## src/rtl/multi_core_dispatcher.sv

```systemverilog
// Kernel dispatcher: a descriptor FIFO feeding a pool of SIMD cores through a
// round-robin or fixed-priority arbiter, with per-core busy tracking.
module multi_core_dispatcher #(
   parameter int unsigned NUM_CORES   = 4,
   parameter int unsigned QUEUE_DEPTH = 4,
   parameter int unsigned KERNEL_W    = 40,
   parameter int unsigned ARB_MODE    = 0
) (
   input  logic                               clk,
   input  logic                               rst,
   input  logic                               in_valid,
   input  logic [KERNEL_W-1:0]                in_kernel,
   output logic                               in_ready,
   input  logic [NUM_CORES-1:0]               core_enable,
   input  logic [NUM_CORES-1:0]               core_done,
   output logic [NUM_CORES-1:0]               dispatch_valid,
   output logic [KERNEL_W-1:0]                dispatch_kernel,
   output logic [NUM_CORES-1:0]               core_busy,
   output logic [$clog2(QUEUE_DEPTH+1)-1:0]   queue_count,
   output logic                               idle
);

   localparam int unsigned IDX_W  = (NUM_CORES > 1) ? $clog2(NUM_CORES) : 1;
   localparam int unsigned IDX_W1 = IDX_W + 1;
   localparam int unsigned PTR_W  = (QUEUE_DEPTH > 1) ? $clog2(QUEUE_DEPTH) : 1;
   localparam int unsigned CNT_W  = $clog2(QUEUE_DEPTH + 1);

   logic [KERNEL_W-1:0]  mem [QUEUE_DEPTH];
   logic [PTR_W-1:0]     wr_ptr;
   logic [PTR_W-1:0]     rd_ptr;
   logic [IDX_W-1:0]     rr_ptr;
   logic [NUM_CORES-1:0] eligible;
   logic [NUM_CORES-1:0] grant;
   logic [IDX_W-1:0]     sel;
   logic [IDX_W-1:0]     rr_next;
   logic                 found;
   logic                 push;
   logic                 pop;

   // No pass-through: a full queue refuses input even if it pops this cycle.
   assign in_ready = (queue_count < CNT_W'(QUEUE_DEPTH)) && !rst;
   assign push     = in_valid && in_ready;
   assign eligible = ~core_busy & core_enable;
   assign pop      = (queue_count != '0) && found;
   assign grant    = pop ? (NUM_CORES'(1) << sel) : '0;
   assign rr_next  = (sel == IDX_W'(NUM_CORES - 1)) ? '0 : sel + 1'b1;
   assign idle     = (queue_count == '0) && (core_busy == '0);

   // Core selection: first eligible core from rr_ptr (round robin) or from 0.
   always_comb begin
      logic [IDX_W1-1:0] cand;
      found = 1'b0;
      sel   = '0;
      cand  = '0;
      for (int unsigned k = 0; k < NUM_CORES; k++) begin
         if (ARB_MODE == 0) begin
            cand = {1'b0, rr_ptr} + IDX_W1'(k);
            if (cand >= IDX_W1'(NUM_CORES)) begin
               cand = cand - IDX_W1'(NUM_CORES);
            end
         end else begin
            cand = IDX_W1'(k);
         end
         if (!found && eligible[cand[IDX_W-1:0]]) begin
            found = 1'b1;
            sel   = cand[IDX_W-1:0];
         end
      end
   end

   // Descriptor storage carries no reset; validity is tracked by the pointers.
   always_ff @(posedge clk) begin
      if (push) begin
         mem[wr_ptr] <= in_kernel;
      end
   end

   always_ff @(posedge clk) begin
      if (rst) begin
         wr_ptr          <= '0;
         rd_ptr          <= '0;
         queue_count     <= '0;
         rr_ptr          <= '0;
         core_busy       <= '0;
         dispatch_valid  <= '0;
         dispatch_kernel <= '0;
      end else begin
         if (push) begin
            wr_ptr <= wr_ptr + 1'b1;
         end
         if (pop) begin
            rd_ptr          <= rd_ptr + 1'b1;
            dispatch_kernel <= mem[rd_ptr];
         end
         case ({push, pop})
            2'b10:   queue_count <= queue_count + 1'b1;
            2'b01:   queue_count <= queue_count - 1'b1;
            default: ;
         endcase
         dispatch_valid <= grant;
         // Done on a core that is not busy is a no-op; a new grant wins.
         core_busy      <= (core_busy & ~core_done) | grant;
         if (pop && (ARB_MODE == 0)) begin
            rr_ptr <= rr_next;
         end
      end
   end

endmodule

```

## config.mk

```make
export PLATFORM = sky130hd
export DESIGN_NAME = multi_core_dispatcher
export DESIGN_NICKNAME = d
export VERILOG_FILES = /design/src/rtl/multi_core_dispatcher.sv
export SDC_FILE = /design/constraint.sdc
export NUM_CORES = 1
export LEC_CHECK = 0
export ABC_AREA = 1
export CAP_MARGIN = 0
export CORE_MARGIN = 2
export CORE_UTILIZATION = 45
export CTS_CLUSTER_DIAMETER = 60
export DETAILED_ROUTE_END_ITERATION = 10
export PLACE_DENSITY = 0.67
export SKIP_CTS_REPAIR_TIMING = 1
export SYNTH_ARGS = -nofsm -noshare
export SYNTH_HDL_FRONTEND = slang
export SYNTH_SLANG_ARGS = --single-unit
```

## constraint.sdc

```tcl
create_clock -name clk -period 6.76 [get_ports clk]
set_input_delay 1.352 -clock clk [delete_from_list [all_inputs] [get_ports clk]]
set_output_delay 1.352 -clock clk [all_outputs]
set_load 0.05 [all_outputs]
```

==> run_results.csv <==
group,metric,value,unit
drt,wl_per_cell,16.6,um
sta,fin_skew,0.0100,ns
cells_and_area,syn2layout_area_growth,22.0,%
drt,drc_errors,0,
drt,route.vias.total,5622,
yosys,synth_edf_count,160,
place,place_congestion,0.787,
die,die_area,20600,um^2
clock_tree,clkSinkCount,217,
yosys,syn_area_per_cell,12.2,um^2
global_route,antenna_found_initial,0,
run_status,status,"finished clean",
die,io_pins,104,
setup_path,path_cells,"clkdlybuf4s50_1 -> nor2_1 -> clkdlybuf4s50_1",
global_route,overflow,0,
setup_path,slowest_stage,"clkdlybuf4s50_1",
yosys,yosysWarnings,0,
drt,routed_wl,18.1,mm
cells_and_area,antennaDiodeCount,0,
place,dp_hpwl,10.2,mm
die,die_h,143,um
die,core-area,19300,um^2
yosys,synth-async-reset-ratio,0,%
sta,rsz0062_at_grt,"false",
power,power_density,452,nW/um^2
sta,relSlewSlack,24.3,%
drt,first_iter_violations,315,
die,rows,51,
power,ir_worst_vdd,0.000296,V
cells_and_area,layout_common_cells,"edfxtp_1, clkdlybuf4s50_1, nor2_1, nand2_1, dfxtp_1",
setup_path,path_max_fanout,5,
yosys,synth_fp_nets,779,
sta,setup_viol,0,
cells_and_area,final_common_cell,"edfxtp_1",
yosys,synthFlopType,"edfxtp_1",
global_route,grt_pass1_wl,28.0,mm
clock_tree,clk_pin_slew,0.06,ns
cells_and_area,fin_area,10700,um^2
setup_path,critPathLaunchType,"primary input",
setup_path,crit_type,"in2out",
drt,viasPerCell,5.15,
power,finalPower,4830,uW
drt,drtPass1Iterations,5,
global_route,grt_max_degree,85,
clock_tree,clock_path_buffers,3,
cells_and_area,nNetsFinal,871,
clock_tree,clock-root-buffer,"clkbuf_16",
place,io_buffer_count,103,
clock_tree,numCtsBuffers,22,
die,fp.dieW,143,um
yosys,syn_area,8760,um^2
setup_path,rrSetupSlack,3.35,ns
yosys,ys_types,32,
yosys,synth_cells,718,
sta,finalCriticalPeriod,4.19,ns
sta,fmax,239,MHz
sta,finalMaxSlewViolations,0,
job,cap_viol_max_count,0,
global_route,grt_util_all_layers,17.4,%
place,place_area,9980,um^2
setup_path,critPathArrivalTime,2.83,ns
sta,tightest_slew,1.14,ns
yosys,synth-seq-area-share,67.9,%
global_route,grt_pass1_vias,5628,
sta,fin_crit_sh,61.9,%
worst_hold_path,min_path_type,"reg2reg",
drt,ant_nets,0,
clock_tree,insertion_delay,0.50,ns
cells_and_area,layout.cells.non_filler,1091,
setup_path,cp-end-kind,"primary output",
power,p_leak,0.00383,uW
yosys,synth-seq-cells,217,
clock_tree,h-tree-depth,1,
sta,report.final.hold_viol_count,0,
sta,finalSetupTns,0,ns
setup_path,crit_top_cell,"clkdlybuf4s50_1",
die,initial_utilization,45.4,%
setup_path,crit_required,5.41,ns
setup_path,slowest_delay,0.82,ns
place,placed_cells_incl_taps,1051,
clock_tree,cts_tree,"done",
cells_and_area,layout-drive-gt1-share,11.1,%
[critical path, delay by kind of cell]
| kind | cells | cell delay (ns) |
|---|---|---|
| buffers and inverters | 2 | 1.31 |
| and+or+nand+nor | 1 | 0.17 |
[layer usage]
| metal | track usage (%) | share of wire [%] | up-vias | routed length, um |
|---|---|---|---|---|
| met4 | 5.37 | 2.2 | 0 | 389 |
| met1 | 21.1 | 42 | 2703 | 7610 |
| met2 | 31.1 | 50 | 167 | 9030 |
| li1 | - | - | 2716 | - |
| met3 | 3.37 | 5.8 | 36 | 1040 |
| met5 | 0 | 0 | - | 0 |
[stage by stage]
stage               utilization, %  setup slack [ns]  hold slack [ns]
CTS                           55.4              2.58            0.492
global route                  55.4              2.33            0.508
detailed placement            51.8              2.08            0.479
global placement              51.8              2.21            0.455
finish                        55.4              2.57            0.485
floorplan                        -              2.17            0.491
[registers in the layout, summed over array words and instances (netlist names)]
register,cells
dispatch_valid,4
core_busy,4
queue_count,3
wr_ptr,2
mem,160
rr_ptr,2
rd_ptr,2
dispatch_kernel,40
[cell usage after synthesis (2+ instances only)]
cell        n  area share, %
dfxtp_1    57             13
ha_1        9            1.3
o21ai_0    45            2.6
nand3b_1   41            3.5
nor2_1    102            4.4
buf_2       9           0.51
clkbuf_1   26            1.1
inv_1      21           0.90
o22ai_1    40            2.9
nor2_2     39            2.8
nand2_2     2           0.14
xor2_1      2           0.20
nand3_1    19            1.1
inv_4       2           0.14
edfxtp_1  160             55
a21oi_1     6           0.34
mux2i_1    40            4.6
buf_8       4           0.69
nand3_2     2           0.23
nand2_1    80            3.4
[layout make-up]
cell class	count	area [um^2]
well taps	265	332
clock inverters	8	87.6
fillers	1616	8590
inverters	25	104
flip-flops and latches	217	5950
clock buffers	32	609
repair buffers	109	1080
multi-input cells	435	2520
[kinds of logic (layout without fill, tap and decap cells)]
family	count (synthesis)	in the layout	share of synthesized area, %
buffers and inverters	66	174	3.72
muxes	40	40	4.57
xor gates and xnor gates	2	2	0.200
DFF	217	217	67.9
adders and majority gates	10	10	1.51
AOI/OAI and AO/OA	93	93	5.94
and+or+nand+nor	290	290	16.1
[power breakdown]
group          total [uW]  internal (uW)  leakage, uW  switching, uW
registers            1780           1600      0.00192            177
clock network        1160            701     0.000341            463
logic                1890            673      0.00156           1210
[path summary, 6_finish.rpt]
path         cells past startpoint                               to                             from
min reg2reg                      2  dispatch_kernel[0]$_SDFFE_PP0P_  dispatch_kernel[0]$_SDFFE_PP0P_
min                              2  dispatch_kernel[0]$_SDFFE_PP0P_  dispatch_kernel[0]$_SDFFE_PP0P_
max                              3                         in_ready                              rst
max reg2reg                     15      queue_count[2]$_SDFFE_PP0P_           rr_ptr[0]$_SDFFE_PP0P_
Power figures use the tool's default switching activity.
